[src/rtl/cpu_timing_pkg.sv]
// cpu_timing_pkg: shared encodings for the machine-cycle timing generator.
//   phase_t      : T-phase encoding (PH_T1/PH_T2/PH_T3)
//   state_t      : sequencer state (ST_HALT/ST_RUN)
//   W_B1..W_B3   : one-hot beat values {W3,W2,W1}
//   phase_onehot : phase -> {T3,T2,T1} pulse vector
package cpu_timing_pkg;

    typedef enum logic [1:0] {
        PH_T1 = 2'd0,
        PH_T2 = 2'd1,
        PH_T3 = 2'd2
    } phase_t;

    typedef enum logic {
        ST_HALT = 1'b0,
        ST_RUN  = 1'b1
    } state_t;

    localparam logic [2:0] W_B1 = 3'b001;
    localparam logic [2:0] W_B2 = 3'b010;
    localparam logic [2:0] W_B3 = 3'b100;

    function automatic logic [2:0] phase_onehot(input phase_t ph);
        case (ph)
            PH_T1:   phase_onehot = 3'b001;
            PH_T2:   phase_onehot = 3'b010;
            default: phase_onehot = 3'b100;
        endcase
    endfunction

endpackage

[src/rtl/qd_sync.sv]
// qd_sync: QD_SYNC-stage synchroniser plus rising-edge detector for the
// asynchronous QD start button.
//   clk   : master clock
//   clr   : asynchronous active-high reset
//   qd    : raw pushbutton level
//   start : one-CLK pulse per synchronised rising edge of qd
module qd_sync #(
    parameter int unsigned QD_SYNC = 2
) (
    input  logic clk,
    input  logic clr,
    input  logic qd,
    output logic start
);

    logic [QD_SYNC-1:0] sync;
    logic               prev;

    // The chain and edge history are preset to 1 so that a QD level already
    // high when CLR is released never looks like a rising edge; a low level
    // simply shifts in, and only a later 0->1 transition produces a pulse.
    always_ff @(posedge clk or posedge clr) begin
        if (clr) begin
            sync  <= '1;
            prev  <= 1'b1;
            start <= 1'b0;
        end else begin
            sync  <= {sync[QD_SYNC-2:0], qd};
            prev  <= sync[QD_SYNC-1];
            start <= sync[QD_SYNC-1] & ~prev;
        end
    end

endmodule

[src/rtl/beat_timing_gen.sv]
// beat_timing_gen: machine-cycle timing generator for the hardwired
// controller. Produces the rotating T1/T2/T3 phase pulses and the one-hot
// beat vector W[3:1]; each phase lasts T_DIV CLKs. The controller's SHORT,
// LONG and STOP requests are sampled on the last CLK of T3 only.
//   CLK     : master clock          CLR   : async active-high reset
//   QD      : async start button    SHORT : end cycle after W1
//   LONG    : extend cycle to W3    STOP  : halt at end of machine cycle
//   T1..T3  : phase pulses          W     : one-hot beat, 000 when halted
//   RUNNING : sequencer running     CYC_END : last CLK of a machine cycle
// Optional build macro STEP_MODE_EN adds input STEP: halt after every beat,
// holding W, and resume at the retained next beat on the next QD edge.
module beat_timing_gen
    import cpu_timing_pkg::*;
#(
    parameter int unsigned T_DIV   = 1,
    parameter int unsigned QD_SYNC = 2
) (
    input  logic       CLK,
    input  logic       CLR,
    input  logic       QD,
    input  logic       SHORT,
    input  logic       LONG,
    input  logic       STOP,
`ifdef STEP_MODE_EN
    input  logic       STEP,
`endif
    output logic       T1,
    output logic       T2,
    output logic       T3,
    output logic [2:0] W,
    output logic       RUNNING,
    output logic       CYC_END
);

    localparam int unsigned    DW       = (T_DIV > 1) ? $clog2(T_DIV) : 1;
    localparam logic [DW-1:0]  DIV_LAST = DW'(T_DIV - 1);

    state_t        state;
    phase_t        phase;
    logic [DW-1:0] div;
    logic          start;
    logic          sample;
    logic          cycle_end;
    logic [2:0]    beat_next;

`ifdef STEP_MODE_EN
    logic [2:0]    resume_beat;
`endif

    qd_sync #(
        .QD_SYNC (QD_SYNC)
    ) u_qd_sync (
        .clk   (CLK),
        .clr   (CLR),
        .qd    (QD),
        .start (start)
    );

    // Last CLK of T3: the only point where the beat may change.
    assign sample = (state == ST_RUN) && (phase == PH_T3) && (div == DIV_LAST);

    always_comb begin
        cycle_end = 1'b0;
        beat_next = W_B1;
        case (W)
            W_B1:    if (SHORT) cycle_end = 1'b1; else beat_next = W_B2;
            W_B2:    if (LONG)  beat_next = W_B3; else cycle_end = 1'b1;
            default: cycle_end = 1'b1;
        endcase
    end

    // Decoded rather than registered: whether this CLK ends the cycle depends
    // on SHORT/LONG sampled on this very CLK, so a register could only report
    // it one CLK late.
    assign CYC_END = sample && cycle_end;

    always_ff @(posedge CLK or posedge CLR) begin
        if (CLR) begin
            state        <= ST_HALT;
            phase        <= PH_T1;
            div          <= '0;
            W            <= '0;
            {T3, T2, T1} <= '0;
            RUNNING      <= 1'b0;
`ifdef STEP_MODE_EN
            resume_beat  <= W_B1;
`endif
        end else begin
            case (state)
                ST_HALT: begin
                    if (start) begin
                        state        <= ST_RUN;
                        phase        <= PH_T1;
                        div          <= '0;
                        {T3, T2, T1} <= phase_onehot(PH_T1);
                        RUNNING      <= 1'b1;
`ifdef STEP_MODE_EN
                        W            <= resume_beat;
`else
                        W            <= W_B1;
`endif
                    end
                end
                ST_RUN: begin
                    if (div != DIV_LAST) begin
                        div <= div + 1'b1;
                    end else begin
                        div <= '0;
                        case (phase)
                            PH_T1: begin
                                phase        <= PH_T2;
                                {T3, T2, T1} <= phase_onehot(PH_T2);
                            end
                            PH_T2: begin
                                phase        <= PH_T3;
                                {T3, T2, T1} <= phase_onehot(PH_T3);
                            end
                            default: begin
                                if (cycle_end && STOP) begin
                                    state        <= ST_HALT;
                                    phase        <= PH_T1;
                                    W            <= '0;
                                    {T3, T2, T1} <= '0;
                                    RUNNING      <= 1'b0;
`ifdef STEP_MODE_EN
                                    resume_beat  <= W_B1;
                                end else if (STEP) begin
                                    // W keeps the completed beat on display.
                                    state        <= ST_HALT;
                                    phase        <= PH_T1;
                                    {T3, T2, T1} <= '0;
                                    RUNNING      <= 1'b0;
                                    resume_beat  <= beat_next;
`endif
                                end else begin
                                    phase        <= PH_T1;
                                    {T3, T2, T1} <= phase_onehot(PH_T1);
                                    W            <= beat_next;
                                end
                            end
                        endcase
                    end
                end
                default: state <= ST_HALT;
            endcase
        end
    end

endmodule

[config.mk]
export PLATFORM = sky130hd
export DESIGN_NAME = beat_timing_gen
export DESIGN_NICKNAME = d
export VERILOG_FILES = /design/src/rtl/cpu_timing_pkg.sv /design/src/rtl/qd_sync.sv /design/src/rtl/beat_timing_gen.sv
export SDC_FILE = /design/constraint.sdc
export NUM_CORES = 1
export LEC_CHECK = 0
export ABC_CLOCK_PERIOD_IN_PS = 1600
export CAP_MARGIN = 10
export CORE_AREA = 2 2 39 41
export CTS_CLUSTER_SIZE = 28
export DETAILED_ROUTE_END_ITERATION = 12
export DIE_AREA = 0 0 41 43
export PLACE_DENSITY_LB_ADDON = 0.1
export SYNTH_ARGS = -nofsm -noshare
export SYNTH_HDL_FRONTEND = slang
export SYNTH_HIERARCHICAL = 1
export SYNTH_SLANG_ARGS = --single-unit
[constraint.sdc]
create_clock -name CLK -period 1.6 [get_ports CLK]
set_input_delay 0.32 -clock CLK [delete_from_list [all_inputs] [get_ports CLK]]
set_output_delay 0.32 -clock CLK [all_outputs]
set_load 0.05 [all_outputs]
==> results of run 1 <==
per-stage QoR:
| stage | util, % | hold slack [ns] | cell area, um^2 | std cells | setup slack, ns |
|---|---|---|---|---|---|
| finish | 58.6 | 0.262 | 811 | 78 | -0.0835 |
| global route | 58.6 | 0.271 | 811 | 78 | -0.163 |
| CTS | 58.6 | 0.255 | 811 | 78 | -0.0955 |
| detailed placement | 55.7 | 0.353 | 771 | 72 | -0.0955 |
| global placement | 55.7 | 0.349 | 771 | 72 | -0.0853 |
| floorplan | - | 0.0839 | 561 | 41 | -0.147 |
sequential cells by signal, indices dropped and copies added, names as in the netlist:
name and count:
RUNNING 1, T1 1, T2 1, T3 1
W 3, phase 1, state 1, u_qd_sync/prev 1
u_qd_sync/start 1, u_qd_sync/sync 2
placed cells by master (no fill, tap or decap):
cell type	n
sky130_fd_sc_hd__dlygate4sd2_1	1
sky130_fd_sc_hd__nor2b_1	2
sky130_fd_sc_hd__mux2_2	1
sky130_fd_sc_hd__dfrtp_2	3
sky130_fd_sc_hd__and2_1	1
sky130_fd_sc_hd__and4bb_4	1
sky130_fd_sc_hd__nor3_1	1
sky130_fd_sc_hd__a31oi_1	2
sky130_fd_sc_hd__nand2_1	3
sky130_fd_sc_hd__clkbuf_4	3
sky130_fd_sc_hd__clkdlybuf4s50_1	4
sky130_fd_sc_hd__nor2b_4	1
sky130_fd_sc_hd__dfrtp_1	7
sky130_fd_sc_hd__nor2_1	3
sky130_fd_sc_hd__o21ai_0	1
sky130_fd_sc_hd__a311oi_2	1
sky130_fd_sc_hd__a22o_1	1
sky130_fd_sc_hd__inv_1	2
sky130_fd_sc_hd__a22o_2	1
sky130_fd_sc_hd__o31a_1	1
sky130_fd_sc_hd__o31ai_1	1
sky130_fd_sc_hd__clkbuf_1	1
sky130_fd_sc_hd__nor4b_4	2
sky130_fd_sc_hd__buf_4	8
sky130_fd_sc_hd__nand2b_1	1
sky130_fd_sc_hd__dfstp_2	3
sky130_fd_sc_hd__nor2_2	1
sky130_fd_sc_hd__buf_12	5
cells by family after synthesis:
| family | Yosys count | synth area share (%) |
|---|---|---|
| AOI/OAI and AO/OA | 8 | 12.5 |
| buffers and inverters | 3 | 2.31 |
| DFF | 13 | 60.7 |
| muxes | 1 | 2.08 |
| and+or+nand+nor | 16 | 22.4 |
routing by layer:
metal	wire length (um)	vias up	part of all wire, %	global-route usage [%]
met2	571	15	52	25.6
met5	0	-	0	0
met1	457	191	41	18.4
li1	-	189	-	-
met3	74	0	6.7	1.57
met4	0	0	0	10.0
path summary, 6_finish.rpt:
check,from,end,slack [ns],cells after the start
setup / recovery,W[1],CYC_END,-0.08,3
hold / removal,CLR,u_qd_sync/start,0.26,2
setup reg to reg,W[1],T1,0.23,4
hold reg to reg,u_qd_sync/sync[0],u_qd_sync/sync[1],0.37,0
max in group asynchronous,CLR,W[1],0.98,2
min in group CLK,u_qd_sync/sync[0],u_qd_sync/sync[1],0.37,0
power groups by stage:
stage          clock network, uW  registers (uW)  logic, uW
3_5_place_dp                   0             577        924
2_1_floorplan                  0             799        313
6_report                     192             561        957
5_1_grt                      224             577       1010
4_1_cts                      203             559        965
3_3_place_gp                   0             569        904
cell type report:
type                       instances  area [um^2]
fill                             112          573
sequential                        13          333
multi-input combinational         25          215
timing repair buffer              18          209
clock buffer                       4         26.3
tap                               16         20.0
inverter                           2         7.51
repair_timing:
action                                  4_1_cts  5_1_grt
resized for setup                             1        0
gates cloned                                  0        0
pin swaps                                     0        0
buffers inserted                              2        0
endpoints found under the setup margin        1        1
==> results_dict.tcl, run 1 <==
set metrics [dict create \
    critical_path.max_stage_delay_ns 0.44 \
    rsz0062_at_grt "yes" \
    synth_warnings 6 \
    final_layout_size_suffix_gt1_share_pct 48.4 \
    die_y_um 43 \
    synth_largest_type_area_fraction_pct 46.2 \
    cts_tree "done" \
    maximum_operating_frequency_mhz 594 \
    synth-edff-count 0 \
    ctsLongestPathBuffers 2 \
    initial_drt_markers 16 \
    synth_fp_nets 47 \
    grt_pass1_vias 403 \
    critical_path_required_ns 1.28 \
    critical_path_buf_inv_count 1 \
    syn-cell-area_um2 542 \
    clock_insertion_delay_worst_skew_ns 0.27 \
    synth_area_leader_cell "sky130_fd_sc_hd__dfrtp_1" \
    postCtsHoldBufs 0 \
    design.portCount 14 \
    synthFlopType "sky130_fd_sc_hd__dfrtp_1" \
    share_seq_of_total_power_pct 32.8 \
    run_status "finished with violations" \
    switching_share_pct 42.5 \
    worstPathArrival_ns 1.36 \
    power.density_nw_per_um2 2110 \
    die-area_um2 1760 \
    drt.antenna.violating_nets 0 \
    worstMarginPinSlew_ns 0.346 \
    p_clk_share_pct 11.2 \
    clock_skew_ns 0.00123 \
    hold_class "in -> async" \
    period_minus_slack_ns 1.68 \
    grt_antenna_before_repair 0 \
    setup_tns_ns -0.0835 \
    placement.io_buffers 13 \
    pin_count_of_the_biggest_net_entering_global_routing 10 \
    antenna_diodes 0 \
    total_power_uw 1710 \
    drt-wirelength-per-cell_um 14.1 \
    syn_to_final_growth_pct 49.7 \
    overflow 0 \
    numCtsBuffers 3 \
    cp_cell_sequence "and4bb_4 -> nor4b_4 -> buf_12" \
    cts.root.buffer_cell "sky130_fd_sc_hd__clkbuf_4" \
    postSynthAreaPerCell_um2 13.2 \
    clkSinkCount 13 \
    critical_path.startpoint_type "flop" \
    synth-async-reset-ratio_pct 100 \
    post-route-period-util_pct 105 \
    slew_headroom_pct 76.9 \
    cap_viol_max_count 0 \
    ys_ff_latch 13 \
    type_of_element_capturing_the_critical_path "primary output" \
    vias 395 \
    post_route_drc_violation_count 0 \
    synthTopCellsByCount "10 x sky130_fd_sc_hd__dfrtp_1, 3 x sky130_fd_sc_hd__dfstp_2, 3 x sky130_fd_sc_hd__nand2_1, 3 x sky130_fd_sc_hd__nor2_1" \
    starting_utilization_of_the_core_area_pct 39.2 \
    timing_max_transition_violations_final 0 \
    design.final.nets 69 \
    cts_max_level 1 \
    dp_hpwl_um 816 \
    drt_first_pass_iters 4 \
    place_congestion 0.687 \
    finalWorstSetupSlack_ns -0.0835 \
    synth.lib_cells_used.distinct 23 \
    detail_route.wirelength_um 1100 \
    die-width_um 41 \
    core_um2 1380 \
    grt.total_usage_pct 15.7 \
    grt_pass1_wl_um 1770 \
    switching_power_uw 726 \
    standard_cell_row_count 14 \
    clk_pin_slew_worst_paths_ns 0.07 \
    critical-path-top-delay-family "simple AND/OR/NAND/NOR gates" \
    power_report.internal_total_uw 984 \
    p_comb_share_pct 56.0 \
    power.static_leakage_uw 0.000355 \
    timing.final.setup_violations 1 \
    synthesis.instances 41 \
    post-synth-top-count-cell "sky130_fd_sc_hd__dfrtp_1" \
    yosys-top-cells-area "sky130_fd_sc_hd__dfrtp_1 46%, sky130_fd_sc_hd__dfstp_2 15%, sky130_fd_sc_hd__nor4b_4 4.4%, sky130_fd_sc_hd__and4bb_4 3.0%, sky130_fd_sc_hd__a311oi_2 2.8%" \
    worst-path-max-fanout 3 \
    worst_path_max_delay_cell "sky130_fd_sc_hd__dfrtp_2" \
    route.detailed.vias_per_inst 5.06 \
    synth-seq-area-share_pct 60.7 \
    finalHoldViolations 0 \
    violations "negative setup slack" \
    peakVddDrop_uv 1090 \
    critical_path_class "reg -> out" \
]
No activity file was read; power rests on OpenSTA's default activity.
==> run 2, diff against run 1 <==
Settings changed: RECOVER_POWER set to 50.
==> run 2 against run 1 <==
The flow still finishes with violations (negative setup slack). Sequential share of layout area is the same. Via count is the same. Combinational power is essentially flat. Maximum frequency is essentially flat. Clock-buffer cell count is the same. Sequential cell count is the same. First-iteration DRC count is the same. Die area is the same. Wire length is essentially flat. Worst hold slack gained 0.10 ns.
==> results_dict.tcl, run 2 (synthesis results as in run 1) <==
set metrics [dict create \
    layout.cells.most_common_list "8 x sky130_fd_sc_hd__buf_4, 7 x sky130_fd_sc_hd__dfrtp_1, 5 x sky130_fd_sc_hd__buf_12" \
    pin_count_of_the_biggest_net_entering_global_routing 10 \
    fin_cells 78 \
    wl_met1_um 457 \
    cp_cell_sequence "and4bb_4 -> nor4b_4 -> buf_12" \
    layout.cells.most_common "sky130_fd_sc_hd__buf_4" \
    starting_utilization_of_the_core_area_pct 39.2 \
    placedCellCount 72 \
    die-area_um2 1760 \
    worst_path_max_delay_cell "sky130_fd_sc_hd__dfrtp_2" \
    setup_tns_ns -0.0835 \
    finalWorstSetupSlack_ns -0.0835 \
    numCtsBuffers 3 \
    cts_max_level 1 \
    cts.root.buffer_cell "sky130_fd_sc_hd__clkbuf_4" \
    vias 395 \
    final_layout_size_suffix_gt1_share_pct 48.4 \
    post_route_drc_violation_count 0 \
    design.final.nets 69 \
    grt_pass1_wl_um 1770 \
    core_um2 1380 \
    worstPathArrival_ns 1.36 \
    critical_path.max_stage_delay_ns 0.44 \
    maxUsedRoutingLayer "met3" \
    worst-path-max-fanout 3 \
    syn_to_final_growth_pct 49.7 \
    critical_path_required_ns 1.28 \
    run_status "finished with violations" \
    violations "negative setup slack" \
    timing.final.setup_violations 1 \
    ctsLongestPathBuffers 2 \
    critical_path.startpoint "W[1]" \
    reg2reg_slack_ns 0.23 \
    design.portCount 14 \
    hold_class "reg -> reg" \
    crit_cells 3 \
    cap_viol_max_count 0 \
    dp_hpwl_um 816 \
    timing_max_transition_violations_final 0 \
    drt.antenna.violating_nets 0 \
    multiInputGateArea_um2 215 \
    grt_pass1_vias 403 \
    largest_register_ffs 3 \
    clkSinkCount 13 \
    power.static_leakage_uw 0.000355 \
    regMostFlops "W" \
    fin_worst_hold_slack_ns 0.366 \
    clk_pin_slew_worst_paths_ns 0.07 \
    drt-wirelength-per-cell_um 14.1 \
    regArea_um2 333 \
    die-width_um 41 \
    critical_path_sink "CYC_END" \
    period_minus_slack_ns 1.68 \
    post-route-period-util_pct 105 \
    detail_route.wirelength_um 1100 \
    clock_skew_ns 0.00124 \
    standard_cell_row_count 14 \
    final_core_area_utilization_pct 58.6 \
    reg2regPathDepth 4 \
    n_fill_cell 112 \
    met2RoutedLength_um 570 \
    type_of_element_capturing_the_critical_path "primary output" \
    peakVddDrop_uv 1090 \
    slew_headroom_pct 76.9 \
    critical_path_class "reg -> out" \
    finalHoldViolations 0 \
    critical-path-top-delay-family "simple AND/OR/NAND/NOR gates" \
    worstMarginPinSlew_ns 0.346 \
    initial_drt_markers 16 \
    crit-reg2reg-launch "W[1]" \
    critical_path.startpoint_type "flop" \
    route.detailed.vias_per_inst 5.06 \
    cts_tree "done" \
    critical_path_buf_inv_count 1 \
    antenna_diodes 0 \
    overflow 0 \
    place_congestion 0.687 \
    grt_antenna_before_repair 0 \
    rsz0062_at_grt "yes" \
    maximum_operating_frequency_mhz 594 \
    grt.total_usage_pct 15.7 \
    clock_insertion_delay_worst_skew_ns 0.27 \
    power.density_nw_per_um2 2110 \
    largest_registers "W: 3 flops, u_qd_sync/sync: 2 flops" \
    placement.io_buffers 13 \
    drt_first_pass_iters 4 \
    dr_wl_met3_um 74 \
    rr_endpoint "T1" \
    die_y_um 43 \
]
[run 2: cell type report]
type	instances	share of cell area, %
Sequential cell	13	41.0
Multi-Input combinational cell	25	26.5
Timing Repair Buffer	18	25.8
Clock buffer	4	3.24
Tap cell	16	2.47
Inverter	2	0.926
[run 2: power breakdown]
part,switching [uW],leakage [uW],total (uW),internal [uW]
Sequential,120,0.000151,561,441
Clock,95.3,0.0000150,192,96.6
Combinational,511,0.000189,956,445
[run 2: worst register-to-register path: cells and delay by family, from the launching register on]
family | cells | cell delay [ns]
AOI/OAI and AO/OA | 1 | 0.26
buffers and inverters | 1 | 0.19
and+or+nand+nor | 2 | 0.40
DFF | 1 | 0.44
[run 2: metrics by stage]
stage	area [um^2]	worst slack [ns]	power, uW
global route	811	-0.163	1810
finish	811	-0.0835	1710
detailed placement	771	-0.0955	1500
global placement	771	-0.0853	1470
floorplan	561	-0.147	1110
CTS	811	-0.0955	1730
[run 2: worst min path at each step]
stage / cells past startpoint / startpoint / endpoint / slack (ns)
after floorplan: 1 / CLR / u_qd_sync/start / 0.08
final: 0 / u_qd_sync/sync[0] / u_qd_sync/sync[1] / 0.37
after CTS: 2 / CLR / u_qd_sync/start / 0.25
after global placement: 0 / u_qd_sync/sync[0] / u_qd_sync/sync[1] / 0.35
after global routing: 0 / u_qd_sync/sync[0] / u_qd_sync/sync[1] / 0.37
after detailed placement: 0 / u_qd_sync/sync[0] / u_qd_sync/sync[1] / 0.35
[run 2: timing repair]
| item | 4_1_cts | 5_1_grt |
|---|---|---|
| setup buffers | 2 | 0 |
| pin swaps | 0 | 0 |
| gates cloned | 0 | 0 |
| gates resized for setup | 1 | 0 |
| hold buffers | 0 | 0 |
| endpoints found under the hold margin | 0 | 0 |
| setup endpoints to repair | 1 | 1 |
[run 2: per-layer routing]
metal | vias up | GRT usage [%]
li1 | 189 | -
met1 | 191 | 18.4
met2 | 15 | 25.6
met3 | 0 | 1.57
met4 | 0 | 10.0
met5 | - | 0
